$ cat src/rtl/byte_lane_collector_pkg.sv
`default_nettype none
// ============================================================================
//  Module      : byte_lane_collector_pkg
//  Description : Shared definitions for the byte lane collector: legal lane
//                and gear values, bytes-per-cycle and FIFO address width
//                helpers, and the input FSM state encoding.
//  Revision    : 1.0 - initial release
// ============================================================================
package byte_lane_collector_pkg;

    // Legal lane counts
    localparam int c_LANE_1  = 1;
    localparam int c_LANE_2  = 2;
    localparam int c_LANE_4  = 4;

    // Legal lane gears (bits per lane per cycle)
    localparam int c_GEAR_8  = 8;
    localparam int c_GEAR_16 = 16;

    // Width of the raw lane bus and of the statistics counters
    localparam int c_DOUT_W  = 64;
    localparam int c_CNT_W   = 32;

    // Bytes delivered by the lanes in one input cycle
    function automatic int bpc_of(input int lanes, input int gear);
        return (lanes * gear) / 8;
    endfunction

    // Address width of a FIFO of the given (power-of-two) depth
    function automatic int fifo_aw(input int depth);
        return $clog2(depth);
    endfunction

    // True when v is a non-zero power of two
    function automatic bit is_pow2(input int v);
        return (v > 0) && ((v & (v - 1)) == 0);
    endfunction

    // Input FSM: nothing held, or one byte group held in the stage register
    typedef enum logic [0:0] {
        ST_EMPTY  = 1'b0,
        ST_STAGED = 1'b1
    } in_state_t;

endpackage : byte_lane_collector_pkg
`default_nettype wire

$ cat src/rtl/byte_fifo_mw.sv
`default_nettype none
// ============================================================================
//  Module      : byte_fifo_mw
//  Description : Multi-write / single-read byte FIFO. One write stores a whole
//                group of BPC bytes; one read removes a single byte. Every
//                entry carries a "last" bit; only the final byte of a group
//                can have it set. The head is presented first-word-fall-through.
//
//  Ports
//    clk        : clock, rising edge
//    rst_n      : asynchronous active-low reset (pointers to zero)
//    i_clr      : synchronous flush
//    i_wr_en    : write one group (caller guarantees o_free >= BPC)
//    i_wr_data  : group bytes, byte 0 in bits [7:0] is read out first
//    i_wr_last  : last tag for the final byte of the group
//    i_rd_en    : pop the head byte (ignored when empty)
//    o_rd_byte  : head byte, zero when empty
//    o_rd_last  : head last tag, zero when empty
//    o_empty    : FIFO holds no byte
//    o_free     : free byte entries, sampled before any same-cycle read
//  Revision    : 1.0 - initial release
// ============================================================================
module byte_fifo_mw
    import byte_lane_collector_pkg::*;
#(
    parameter  int BPC   = 8,
    parameter  int DEPTH = 32,
    localparam int AW    = fifo_aw(DEPTH)
) (
    input  logic               clk,
    input  logic               rst_n,
    input  logic               i_clr,
    input  logic               i_wr_en,
    input  logic [BPC*8-1:0]   i_wr_data,
    input  logic               i_wr_last,
    input  logic               i_rd_en,
    output logic [7:0]         o_rd_byte,
    output logic               o_rd_last,
    output logic               o_empty,
    output logic [AW:0]        o_free
);

    // The write pointer only ever moves by BPC and DEPTH is a multiple of
    // BPC, so every group lands on a BPC-aligned row. The storage is
    // therefore organised as DEPTH/BPC rows of BPC entries, written whole.
    localparam int             LOG_BPC   = $clog2(BPC);
    localparam int             ROWS      = DEPTH / BPC;
    localparam logic [AW:0]    c_BPC_PTR = (AW+1)'(BPC);
    localparam logic [AW:0]    c_DEPTH   = (AW+1)'(DEPTH);

    logic [9*BPC-1:0] r_mem [ROWS];
    logic [AW:0]      r_wptr;
    logic [AW:0]      r_rptr;

    logic [9*BPC-1:0] w_wr_row;
    logic [9*BPC-1:0] w_rd_row;
    logic [8:0]       w_head;
    logic [AW:0]      w_count;
    logic             w_full;
    logic             w_pop;
    int               w_col;

    // Pack the group into one row; the last tag rides on the final entry.
    for (genvar k = 0; k < BPC; k++) begin : g_wrow
        if (k == BPC - 1) begin : g_tail
            assign w_wr_row[9*k +: 9] = {i_wr_last, i_wr_data[8*k +: 8]};
        end else begin : g_body
            assign w_wr_row[9*k +: 9] = {1'b0, i_wr_data[8*k +: 8]};
        end
    end

    always_ff @(posedge clk) begin
        if (i_wr_en) begin
            r_mem[r_wptr[AW-1:LOG_BPC]] <= w_wr_row;
        end
    end

    // Pointers carry one extra MSB: equal pointers mean empty, pointers that
    // differ only in the MSB mean full.
    assign w_count = r_wptr - r_rptr;
    assign o_empty = (r_wptr == r_rptr);
    assign w_full  = (r_wptr[AW] != r_rptr[AW]) &&
                     (r_wptr[AW-1:0] == r_rptr[AW-1:0]);
    assign o_free  = w_full ? '0 : (c_DEPTH - w_count);
    assign w_pop   = i_rd_en && !o_empty;

    always_ff @(posedge clk or negedge rst_n) begin
        if (!rst_n) begin
            r_wptr <= '0;
            r_rptr <= '0;
        end else if (i_clr) begin
            r_wptr <= '0;
            r_rptr <= '0;
        end else begin
            if (i_wr_en) begin
                r_wptr <= r_wptr + c_BPC_PTR;
            end
            if (w_pop) begin
                r_rptr <= r_rptr + 1'b1;
            end
        end
    end

    // Head byte: select the row, then the entry within the row.
    always_comb begin
        w_rd_row = r_mem[r_rptr[AW-1:LOG_BPC]];
        w_col    = int'(r_rptr[AW-1:0]) % BPC;
        w_head   = w_rd_row[9*w_col +: 9];
    end

    assign o_rd_byte = o_empty ? 8'h00 : w_head[7:0];
    assign o_rd_last = !o_empty && w_head[8];

endmodule : byte_fifo_mw
`default_nettype wire

$ cat src/rtl/byte_lane_collector.sv
`default_nettype none
// ============================================================================
//  Module      : byte_lane_collector
//  Description : Collects BPC bytes per cycle from up to four TX lanes,
//                buffers them in a byte FIFO and serialises them one byte per
//                cycle over a valid/ready interface. Bursts (runs of byte_en)
//                are framed with out_last / pkt_done and counted.
//
//  Ports
//    byte_clk          : clock, rising edge
//    reset_n           : asynchronous active-low reset
//    byte_en           : lane data valid
//    byte_dout[63:0]   : lane data, lane L in bits [16L+15:16L]
//    clr               : synchronous clear of FIFO, stage, counters, overflow
//    out_ready         : downstream ready
//    out_valid         : out_byte holds a valid byte
//    out_byte[7:0]     : serialised byte
//    out_last          : final byte of a burst
//    pkt_done          : one-cycle pulse when a burst is closed
//    pkt_byte_count    : bytes accepted in the last closed burst
//    total_byte_count  : bytes accepted since reset or clr (wraps)
//    overflow          : sticky, a byte group was dropped for lack of space
//  Revision    : 1.0 - initial release
// ============================================================================
module byte_lane_collector
    import byte_lane_collector_pkg::*;
#(
    parameter int NUM_TX_LANE = 4,
    parameter int TX_GEAR     = 16,
    parameter int FIFO_DEPTH  = 32
) (
    input  logic                byte_clk,
    input  logic                reset_n,
    input  logic                byte_en,
    input  logic [c_DOUT_W-1:0] byte_dout,
    input  logic                clr,
    input  logic                out_ready,
    output logic                out_valid,
    output logic [7:0]          out_byte,
    output logic                out_last,
    output logic                pkt_done,
    output logic [c_CNT_W-1:0]  pkt_byte_count,
    output logic [c_CNT_W-1:0]  total_byte_count,
    output logic                overflow
);

    localparam int                 BPC       = bpc_of(NUM_TX_LANE, TX_GEAR);
    localparam int                 AW        = fifo_aw(FIFO_DEPTH);
    localparam logic [AW:0]        c_BPC_PTR = (AW+1)'(BPC);
    localparam logic [c_CNT_W-1:0] c_BPC_CNT = c_CNT_W'(BPC);

    // ------------------------------------------------------------------
    // Elaboration-time parameter checks
    // ------------------------------------------------------------------
    if (!(NUM_TX_LANE == c_LANE_1 || NUM_TX_LANE == c_LANE_2 ||
          NUM_TX_LANE == c_LANE_4)) begin : g_bad_lanes
        $fatal(1, "byte_lane_collector: NUM_TX_LANE must be 1, 2 or 4");
    end
    if (!(TX_GEAR == c_GEAR_8 || TX_GEAR == c_GEAR_16)) begin : g_bad_gear
        $fatal(1, "byte_lane_collector: TX_GEAR must be 8 or 16");
    end
    if (!is_pow2(FIFO_DEPTH) || (FIFO_DEPTH < 2 * BPC)) begin : g_bad_depth
        $fatal(1, "byte_lane_collector: FIFO_DEPTH must be a power of 2 >= 2*BPC");
    end

    // ------------------------------------------------------------------
    // Lane-to-byte mapping: low bytes of lanes 0..N-1 first, then (gear 16
    // only) the high bytes of lanes 0..N-1.
    // ------------------------------------------------------------------
    logic [BPC*8-1:0] w_group;
    logic             w_dout_unused;

    for (genvar k = 0; k < BPC; k++) begin : g_byte
        if (k < NUM_TX_LANE) begin : g_low
            assign w_group[8*k +: 8] = byte_dout[16*k +: 8];
        end else begin : g_high
            assign w_group[8*k +: 8] = byte_dout[16*(k-NUM_TX_LANE)+8 +: 8];
        end
    end

    // Lanes/halves above the configured geometry are intentionally ignored.
    assign w_dout_unused = ^byte_dout;

    // ------------------------------------------------------------------
    // Input FSM
    // ------------------------------------------------------------------
    in_state_t        r_state;
    in_state_t        w_state_nxt;
    logic [BPC*8-1:0] r_stage;
    logic             w_wr_req;
    logic             w_burst_end;

    always_ff @(posedge byte_clk or negedge reset_n) begin
        if (!reset_n) begin
            r_state <= ST_EMPTY;
        end else if (clr) begin
            r_state <= ST_EMPTY;
        end else begin
            r_state <= w_state_nxt;
        end
    end

    always_comb begin
        w_state_nxt = r_state;
        case (r_state)
            ST_EMPTY:  if (byte_en)  w_state_nxt = ST_STAGED;
            ST_STAGED: if (!byte_en) w_state_nxt = ST_EMPTY;
            default:                 w_state_nxt = ST_EMPTY;
        endcase
    end

    // A staged group is always offered to the FIFO; it closes the burst when
    // no new group arrives behind it.
    always_comb begin
        w_wr_req    = 1'b0;
        w_burst_end = 1'b0;
        if (r_state == ST_STAGED) begin
            w_wr_req    = 1'b1;
            w_burst_end = !byte_en;
        end
    end

    always_ff @(posedge byte_clk or negedge reset_n) begin
        if (!reset_n) begin
            r_stage <= '0;
        end else if (byte_en && !clr) begin
            r_stage <= w_group;
        end
    end

    // ------------------------------------------------------------------
    // FIFO
    // ------------------------------------------------------------------
    logic [AW:0] w_free;
    logic        w_empty;
    logic        w_space_ok;
    logic        w_wr_en;
    logic        w_drop;
    logic        w_rd_en;

    // Space is judged on the pre-read occupancy so a full FIFO being drained
    // this cycle still rejects the group.
    assign w_space_ok = (w_free >= c_BPC_PTR);
    assign w_wr_en    = w_wr_req && w_space_ok && !clr;
    assign w_drop     = w_wr_req && !w_space_ok && !clr;
    assign out_valid  = !w_empty;
    assign w_rd_en    = out_valid && out_ready && !clr;

    byte_fifo_mw #(
        .BPC   (BPC),
        .DEPTH (FIFO_DEPTH)
    ) u_fifo (
        .clk       (byte_clk),
        .rst_n     (reset_n),
        .i_clr     (clr),
        .i_wr_en   (w_wr_en),
        .i_wr_data (r_stage),
        .i_wr_last (w_burst_end),
        .i_rd_en   (w_rd_en),
        .o_rd_byte (out_byte),
        .o_rd_last (out_last),
        .o_empty   (w_empty),
        .o_free    (w_free)
    );

    // ------------------------------------------------------------------
    // Burst and total counters
    // ------------------------------------------------------------------
    logic [c_CNT_W-1:0] r_run;
    logic [c_CNT_W-1:0] r_pkt;
    logic [c_CNT_W-1:0] r_total;
    logic               r_done;
    logic               r_ovf;
    logic [c_CNT_W-1:0] w_run_inc;

    // A dropped group adds nothing, but still closes the burst if it was last.
    assign w_run_inc = r_run + (w_wr_en ? c_BPC_CNT : '0);

    always_ff @(posedge byte_clk or negedge reset_n) begin
        if (!reset_n) begin
            r_run   <= '0;
            r_pkt   <= '0;
            r_total <= '0;
            r_done  <= 1'b0;
            r_ovf   <= 1'b0;
        end else if (clr) begin
            r_run   <= '0;
            r_pkt   <= '0;
            r_total <= '0;
            r_done  <= 1'b0;
            r_ovf   <= 1'b0;
        end else begin
            r_done <= 1'b0;
            if (w_wr_en) begin
                r_total <= r_total + c_BPC_CNT;
            end
            if (w_drop) begin
                r_ovf <= 1'b1;
            end
            if (w_wr_req) begin
                if (w_burst_end) begin
                    r_pkt  <= w_run_inc;
                    r_done <= 1'b1;
                    r_run  <= '0;
                end else begin
                    r_run  <= w_run_inc;
                end
            end
        end
    end

    assign pkt_done         = r_done;
    assign pkt_byte_count   = r_pkt;
    assign total_byte_count = r_total;
    assign overflow         = r_ovf;

endmodule : byte_lane_collector
`default_nettype wire

$ cat config.mk
export PLATFORM = sky130hd
export DESIGN_NAME = byte_lane_collector
export DESIGN_NICKNAME = d
export VERILOG_FILES = /design/src/rtl/byte_lane_collector_pkg.sv /design/src/rtl/byte_fifo_mw.sv /design/src/rtl/byte_lane_collector.sv
export SDC_FILE = /design/constraint.sdc
export NUM_CORES = 1
export LEC_CHECK = 0
export CAP_MARGIN = 25
export CORE_MARGIN = 2
export CORE_UTILIZATION = 52
export CTS_CLUSTER_SIZE = 25
export DETAILED_ROUTE_END_ITERATION = 8
export PLACE_DENSITY = 0.79
export SYNTH_ARGS = -nofsm -noshare
export SYNTH_HDL_FRONTEND = slang
export SYNTH_SLANG_ARGS = --single-unit
$ cat constraint.sdc
create_clock -name byte_clk -period 3.9 [get_ports byte_clk]
set_clock_uncertainty 0.05 [all_clocks]
set_input_delay 0.78 -clock byte_clk [delete_from_list [all_inputs] [get_ports byte_clk]]
set_output_delay 0.78 -clock byte_clk [all_outputs]
set_load 0.005 [all_outputs]
==> results.md, run 1 <==
- Synth Area in Compound Gates: 0.0698
- Placed cells: 1,681
- Hold Slack: 277 ps
- Worst slew pin tran: 984 ps
- Clock share of power: 0.391
- Final-report max-slew violation count: 0
- Static Leak: 7.58 nW
- Max-cap violations: 0
- Register area share after synthesis: 0.676
- Longest Clk Path Bufs: 3
- CTS sink cnt: 424
- H-Tree Depth: 2
- Vias: 10,500
- Core area: 33,400 sq um
- Crit Path Max Fanout: 12
- Post-synthesis mux area share: 0.134
- Starting Density: 0.527
- GRT overflow: 0
- Commonest non-fill, non-tap cell in the layout: edfxtp_1
- Final min period: 3830 ps
- Root Buffer: clkbuf_16
- Crit path DAT: 3000 ps
- XOR/XNOR Fraction of Synth Area: 0.0268
- Final-report setup violation count: 0
- Full die area: 35,400 sq um
- Slew Limit Headroom: 0.344
- Dpl cell area: 19,700 sq um
- Asr flop ratio synth: 0.387
- Worst setup margin: 71.6 ps
- Placer's final routability congestion estimate: 0.793
- Startpoint types: flop
- Simple-gate share of the synthesized area: 0.0616
- Reg clk slew, reported paths: 60 ps
- Setup tns final: 0 ps
- HP Class: input port to async pin
- Iter 0 DRT Violations: 1,042
- Final wirelength: 39,000 um
- EDFF count, synth: 260
- Syn Inst Count: 1,111
- Total Power: 9.93 mW
- Worst Path Required: 3070 ps
- Yosys warns: 0
- Fin crit share: 0.982
- DP HPWL: 23,800 um
- Mapped cell area: 17,600 sq um
- Internal Power: 7.68 mW
- Mean area per synthesized cell: 15.9 sq um
- Ys flop type: edfxtp_1
- Logic gate share of total power: 0.086
- Avg Vias per Cell: 5.93
- # IOs: 145
- DRC: 0
- Most frequent cells in the layout: 260 x edfxtp_1, 161 x dfrtp_1, 137 x clkdlybuf4s50_1
- Die X-Extent: 188 um
- Switch share: 0.227
- WS Path Type: flop to output port
- Post-synthesis adder-cell area fraction: 0.0132
- Post-DRT Antenna Nets: 0
- Area Overhead vs Synth: 21.3%
- Maximum clock rate: 261 MHz
- Antenna diodes: 0
- Pwr Density: 464 nW/um^2
- WL per Instance: 22.1 um
- First-pass GRT wire length: 61,400 um
- Netlist cell types: 58
- Final instance area: 21,400 sq um
- Nets@finish: 1,373
- Share of layout cells above drive strength 1: 0.232
- Fill count: 2,224
- Post-synthesis register bit count: 424
- Fin util: 0.639
- Final hold violations: 0
- Initial antenna violation count: 0
- Drt pass-1 iters: 5
- Worst skew pair latency: 550 ps
- Status: complete, no violations
- VDD IR-drop max: 0.402 mV
- Pin count of the biggest net entering global routing: 99
- TritonCTS clock tree: yes
- Row count: 67
- DIE HEIGHT: 188 um
- Overall Global Routing Usage: 0.225
- Vias in the first global route: 10,800
- IO Port Bufs: 141
- Non-Filler Instances: 1,767
- Largest family of logic cells by synthesized area: multiplexers
- CTS Buf Count: 42
- Pre-CTS WS: 36.7 ps
- CP endpoint kind: output port
- P_sw: 2.25 mW
- Flop pwr share: 0.523
## Yosys cell counts, types with 12 or more instances
library cell,n,share of area
edfxtp_1,260,0.44
dfrtp_1,164,0.23
mux2_2,74,0.047
nand2_1,69,0.015
mux4_2,68,0.087
o21ai_0,63,0.018
nor2_1,48,0.010
clkbuf_1,40,0.0085
a21oi_1,32,0.0091
xor2_1,23,0.011
nand3_1,22,0.0062
xnor2_1,21,0.010
o31ai_1,20,0.0085
ha_1,17,0.012
and2_1,16,0.0057
inv_1,16,0.0034
nand4_1,15,0.0053
buf_2,13,0.0037
a22o_1,12,0.0060
## critical path, stage by stage (launching register included)
cell,delay [ps]
dfrtp_4,530
buf_16,200
mux4_2,530
mux2_2,300
a22oi_2,260
o22ai_2,140
clkdlybuf4s50_1,490
## logic make-up after synthesis
family | after synthesis
flops | 424
simple gates | 217
compound gates | 183
mux | 142
buf+inv | 77
xor+xnor | 48
fa+ha+maj | 18
other cells | 2
## metal layers
layer	routed length, um	track usage	up-vias
met4	1160	0.0836	0
met3	2640	0.0406	87
met2	19700	0.369	445
li1	-	-	4633
met1	15600	0.302	5321
met5	0	0	-
## power groups by stage
stage | registers, mW | clock network, mW | logic (mW)
5_1_grt | 5.21 | 4.12 | 0.913
3_5_place_dp | 5.27 | 0 | 0.779
2_1_floorplan | 5.20 | 0 | 0.460
3_3_place_gp | 5.25 | 0 | 0.757
6_report | 5.19 | 3.89 | 0.855
4_1_cts | 5.19 | 3.93 | 0.828
## sequential cells by signal (all words and copies together) (netlist names)
register	cells
overflow	1
pkt_byte_count	30
pkt_done	1
r_run	29
r_stage	64
r_state	1
total_byte_count	29
u_fifo.r_mem	260
u_fifo.r_rptr	6
u_fifo.r_wptr	3
## path summary, 6_finish.rpt
| kind | startpoint | to | slack, ps | cells after the start |
|---|---|---|---|---|
| worst max register to register | u_fifo.r_rptr[3] | r_run[27] | 220 | 15 |
| worst min-delay path | reset_n | total_byte_count[31] | 280 | 1 |
| worst max-delay path | u_fifo.r_rptr[3] | out_byte[7] | 70 | 6 |
| max in group asynchronous | reset_n | r_stage[19] | 2430 | 2 |
| min in group byte_clk | pkt_byte_count[17] | pkt_byte_count[17] | 430 | 2 |
| worst min register to register | pkt_byte_count[17] | pkt_byte_count[17] | 430 | 2 |
## final cells by class
class                           instances  area, sq um  share of cell area
Timing Repair Buffer                  188         1930              0.0900
Multi-Input combinational cell        612         5590               0.261
Tap cell                              448          561              0.0262
Clock buffer                           59         1170              0.0549
Clock inverter                         18          149             0.00696
Inverter                               18         68.8             0.00322
Sequential cell                       424        11900               0.557
## what timing repair did
action | CTS | global route
resized for setup | 19 | 24
hold buffers | 0 | 0
endpoints found under the setup margin | 12 | 34
pin swaps | 1 | 4
gates cloned | 3 | 0
setup buffers | 0 | 6
Note: power is estimated with default switching activity, not from simulation.
==> run 2, diff against run 1 <==
- CTS_CLUSTER_SIZE: 25 -> 30
- SLEW_MARGIN: default -> 20
==> results.md, run 2 (synthesized netlist as in run 1, its figures left out) <==
- Status: complete, no violations
- Antenna diodes: 0 (unchanged)
- DIE HEIGHT: 188 um (unchanged)
- Vias: 10,600 (+1.4%)
- Hold Buf Count CTS: 0 (unchanged)
- CTS sink cnt: 424 (unchanged)
- Nets@finish: 1,384 (+0.80%)
- WP depth: 7 (+1)
- CP endpoint kind: output port
- Pwr Density: 466 nW/um^2 (+0.42%)
- HP Class: input port to async pin
- Placer's final routability congestion estimate: 0.793 (unchanged)
- IO Port Bufs: 141 (unchanged)
- R2r setup slk: 110 ps (-110 ps)
- Final-report max-slew violation count: 0 (unchanged)
- Critical R2R Launch: u_fifo.r_rptr[3]
- Post-DRT Antenna Nets: 0 (unchanged)
- Initial antenna violation count: 0 (unchanged)
- Die X-Extent: 188 um (unchanged)
- Share of layout cells above drive strength 1: 0.238 (+0.00617)
- TritonCTS clock tree: yes
- Final wirelength: 39,500 um (+1.3%)
- Reg clk slew, reported paths: 60 ps (about the same)
- Max-cap violations: 0 (unchanged)
- H-Tree Depth: 2 (unchanged)
- WL per Instance: 22.2 um (+0.57%)
- VDD IR-drop max: 0.467 mV (+16%)
- Drt pass-1 iters: 5 (unchanged)
- Non-Filler Instances: 1,779 (+0.68%)
- Overall Global Routing Usage: 0.222 (-0.00291)
- Worst skew pair latency: 550 ps (about the same)
- Row count: 67 (unchanged)
- Core area: 33,400 sq um (unchanged)
- RSZ-0062 raised after global routing: yes
- CP Capture Point: out_byte[4]
- Reg-to-Reg End: r_run[26]
- Pin count of the biggest net entering global routing: 99 (unchanged)
- Maximum clock rate: 258 MHz (-1.4%)
- Area Overhead vs Synth: 22.3%
- Worst slew pin tran: 984 ps (+0.532 ps)
- Max reg flops: 260 (unchanged)
- Vias in the first global route: 10,800 (+0.33%)
- Starting Density: 0.527 (unchanged)
- Final instance area: 21,600 sq um (+0.80%)
- Longest Clk Path Bufs: 3 (unchanged)
- Full die area: 35,400 sq um (unchanged)
- Max stage delay on crit path: 550 ps (+20 ps)
- Critical Path Source: u_fifo.r_rptr[3]
- Crit Path Max Fanout: 7 (-5)
- Area of the multi-input gates: 5570 sq um (-0.34%)
- Slew Limit Headroom: 0.344 (-0.000355)
- WS Path Type: flop to output port
- DRC: 0 (unchanged)
- CTS Buf Count: 43 (+2.4%)
- Bufs and invs on worst path: 3 (+1)
- DP HPWL: 23,700 um (-0.20%)
- Fin crit share: 0.995 (+0.0138)
- Final hold violations: 0 (unchanged)
- Placed cells: 1,680 (-0.059%)
- Storage cell area: 11,900 sq um (unchanged)
- Crit path DAT: 3050 ps (+50 ps)
- Setup tns final: 0 ps (unchanged)
- Root Buffer: clkbuf_16
- Final min period: 3880 ps (+54.0 ps)
- # IOs: 145 (unchanged)
- Crit-path cells: buf_16, buf_4, mux4_2, a22o_1, a221oi_1, o21ai_2, clkdlybuf4s50_1
- R2R cell count: 15 (unchanged)
- GRT overflow: 0 (unchanged)
- Static Leak: 7.68 nW (+1.3%)
- Final-report setup violation count: 0 (unchanged)
- Iter 0 DRT Violations: 991 (-4.9%)
- Most frequent cells in the layout: 260 x edfxtp_1, 161 x dfrtp_1, 137 x clkdlybuf4s50_1
- Slowest library cell on the worst path: dfrtp_4
- Dpl cell area: 19,700 sq um (about the same)
- Startpoint types: flop
- Fin util: 0.644 (+0.00509)
- First-pass GRT wire length: 60,700 um (-1.2%)
- Fill count: 2,220 (-0.18%)
- Top delay family on crit path: buffers and inverters
- Avg Vias per Cell: 5.97 (+0.68%)
- Worst Path Required: 3070 ps (about the same)
- Commonest non-fill, non-tap cell in the layout: edfxtp_1
run 2: cell types whose count changed in the layout (fill, tap and decap cells not counted), moves of 2 or more:
cell,delta
clkbuf_16,+3
a221oi_1,+2
clkbuf_1,+4
clkinv_1,-9
buf_12,+2
buf_4,+7
clkinv_2,+5
inv_6,-2
a221oi_2,-2
run 2: metrics by stage:
step	setup slack (ps)	total power [mW]	hold WS, ps
floorplan	73.2	5.66	396
finish	17.6	10.1	267
global route	-169	10.4	335
global placement	231	6.01	413
detailed placement	73.6	6.05	418
CTS	1.72	10.1	336
run 2: how the worst min path moves through the flow:
stage / start / to / depth (start not counted)
after floorplan: r_run[30] / r_run[30] / 1
final: reset_n / total_byte_count[31] / 1
after detailed placement: r_run[30] / r_run[30] / 1
after global placement: r_run[30] / r_run[30] / 1
after CTS: reset_n / total_byte_count[31] / 1
after global routing: reset_n / total_byte_count[31] / 1
run 2: final cells by class:
type                       instances  share of cell area
sequential                       424               0.553
multi-input combinational        612               0.258
timing repair buffer             198              0.0954
clock buffer                      64              0.0564
tap                              448              0.0260
clock inverter                    15             0.00772
inverter                          18             0.00319
run 2: per-layer routing:
metal,share of wire,track usage,vias to the layer above
li1,-,-,4652
met1,0.40,0.291,5429
met2,0.49,0.367,442
met3,0.069,0.0415,106
met4,0.038,0.0918,0
met5,0,0,-
run 2: power by group:
part,internal [mW],switching [mW]
Sequential,5.02,0.164
Clock,2.31,1.69
Combinational,0.424,0.437
run 2: repair_timing:
action,in CTS,in global routing
buffers inserted,0,15
pin swaps,0,7
endpoints found under the setup margin,10,37
cloned,3,2
gates resized for setup,24,13
==> run 3, diff against run 2 <==
- CORE_UTILIZATION: 52 -> 53
- PLACE_DENSITY: 0.79 -> 0.81
- SYNTH_HIERARCHICAL: default -> 1
==> results.md, run 3 <==
- Placer's final routability congestion estimate: 0.874 (+10%)
- Crit path DAT: 3020 ps (-30 ps)
- Max stage delay on crit path: 570 ps (+20 ps)
- CTS sink cnt: 424 (unchanged)
- Final-report max-slew violation count: 0 (unchanged)
- IO Port Bufs: 141 (unchanged)
- Fill count: 2,281 (+2.7%)
- Full die area: 35,800 sq um (+1.0%)
- DRC: 0 (unchanged)
- H-Tree Depth: 2 (unchanged)
- WS Path Type: flop to output port
- Flop pwr share: 0.539 (+0.023)
- Critical Path Source: u_fifo/r_rptr[3]
- Mapped cell area: 18,200 sq um (+3.0%)
- Vias in the first global route: 11,500 (+6.1%)
- P_sw: 2.12 mW (-7.6%)
- Final min period: 3850 ps (-33.1 ps)
- Area Overhead vs Synth: 20.1%
- Pwr Density: 440 nW/um^2 (-5.6%)
- Fin util: 0.649 (+0.00438)
- DIE HEIGHT: 189 um (+0.52%)
- Metal3 WL: 2870 um (+5.9%)
- DP HPWL: 24,300 um (+2.5%)
- Worst Path Required: 3070 ps (about the same)
- Slowest library cell on the worst path: mux4_2
- Logic gate share of total power: 0.048 (-0.038)
- Yosys warns: 6 (+6)
- Max reg flops: 260 (unchanged)
- Initial antenna violation count: 0 (unchanged)
- RSZ-0062 raised after global routing: yes
- First-pass GRT wire length: 64,500 um (+6.2%)
- Worst slew pin tran: 899 ps (-85.2 ps)
- CTS Buf Count: 44 (+2.3%)
- Root Buffer: clkbuf_16
- CP endpoint kind: output port
- Final wirelength: 41,700 um (+5.5%)
- Antenna diodes: 0 (unchanged)
- Final hold violations: 0 (unchanged)
- Starting Density: 0.540 (+0.0131)
- Storage cell area: 11,900 sq um (about the same)
- Longest Clk Path Bufs: 3 (unchanged)
- VDD IR-drop max: 0.339 mV (-27%)
- Internal Power: 7.48 mW (-3.5%)
- Crit-path cells: bufbuf_16, mux4_2, a22oi_1, a211oi_4, clkdlybuf4s50_1
- Area of the multi-input gates: 5850 sq um (+5.1%)
- Avg Vias per Cell: 6.10 (+2.1%)
- Setup tns final: 0 ps (unchanged)
- Fin crit share: 0.987 (-0.00848)
- Overall Global Routing Usage: 0.231 (+0.00948)
- Core area: 33,600 sq um (+0.50%)
- Vias: 11,400 (+7.3%)
- Startpoint types: flop
- Static Leak: 7.66 nW (-0.28%)
- Die X-Extent: 189 um (+0.52%)
- Final instance area: 21,800 sq um (+1.2%)
- Critical R2R Launch: u_fifo/r_rptr[3]
- Hold Buf Count CTS: 0 (unchanged)
- Top Metal Used: met4
- Post-DRT Antenna Nets: 0 (unchanged)
- Row count: 67 (unchanged)
- Final-report setup violation count: 0 (unchanged)
- Maximum clock rate: 260 MHz (+0.86%)
- Slew Limit Headroom: 0.401 (+0.0568)
- Crit Path Max Fanout: 39 (+32)
- GRT overflow: 0 (unchanged)
- Max-cap violations: 0 (unchanged)
- Commonest non-fill, non-tap cell in the layout: edfxtp_1
- Mean area per synthesized cell: 14.8 sq um (-6.7%)
- Syn Inst Count: 1,227 (+10%)
- HP Class: input port to async pin
- Clock share of power: 0.413 (+0.015)
- Dpl cell area: 20,100 sq um (+2.0%)
- WL per Instance: 22.3 um (+0.38%)
- Met2 routed wirelength: 21,200 um (+8.4%)
- Most frequent cells in the layout: 260 x edfxtp_1, 162 x dfrtp_1, 134 x clkdlybuf4s50_1
- Share of layout cells above drive strength 1: 0.197 (-0.0411)
- Worst skew pair latency: 570 ps (+20 ps)
- Status: complete, no violations
- Drt pass-1 iters: 5 (unchanged)
- Met1 WL: 16,500 um (+4.4%)
- Iter 0 DRT Violations: 970 (-2.1%)
- Nets@finish: 1,473 (+6.4%)
- Switch share: 0.221 (-0.00753)
- Pin count of the biggest net entering global routing: 105 (+6.1%)
- TritonCTS clock tree: yes
- Reg clk slew, reported paths: 60 ps (about the same)
- # IOs: 145 (unchanged)
run 3: area by class of cell:
class	instances	share of cell area
clock inverters	23	0.00969
repair buffers	198	0.0930
multi-input cells	701	0.268
flip-flops and latches	424	0.546
clock buffers	57	0.0536
inverters	18	0.00327
well taps	448	0.0257
run 3: repair_timing:
| item | 4_1_cts | 5_1_grt |
|---|---|---|
| gates cloned | 3 | 0 |
| setup buffers | 1 | 13 |
| pin swaps | 1 | 7 |
| resized for setup | 11 | 15 |
| endpoints found under the setup margin | 9 | 29 |
run 3: final timing paths:
path	end	slack, ps	cells after the start
max	out_byte[6]	50	5
min	r_stage[35]	310	1
max reg2reg	total_byte_count[22]	160	12
min reg2reg	u_fifo/r_mem[3][46]	450	0
max in group asynchronous	r_run[8]	2570	2
min in group byte_clk	u_fifo/r_mem[3][46]	450	0
run 3: metal layers:
metal	global-route usage	vias up
met2	0.391	479
met5	0	-
met4	0.0724	0
met1	0.308	5730
met3	0.0400	81
li1	-	5115
run 3: worst max-delay path, delay by kind of cell, from the launching register on:
family | cells | cell delay [ps]
AO/OA/AOI/OAI | 2 | 450
buffers and inverters | 2 | 890
multiplexers | 1 | 570
flip-flops | 1 | 500
run 3: power groups by stage:
stage	combinational (mW)	sequential, mW	clock (mW)
after detailed placement	0.452	5.26	0
final	0.460	5.18	3.97
after global routing	0.501	5.20	4.19
after CTS	0.461	5.18	4.03
after floorplan	0.239	5.20	0
after global placement	0.439	5.24	0
run 3: stage by stage:
step,setup WS (ps),instances,hold slack [ps],power (mW)
global route,-58.1,1869,376,9.89
CTS,-70.0,1856,361,9.67
finish,50.6,1869,310,9.60
floorplan,28.2,1229,422,5.44
global placement,156,1772,435,5.68
detailed placement,0.817,1772,444,5.71
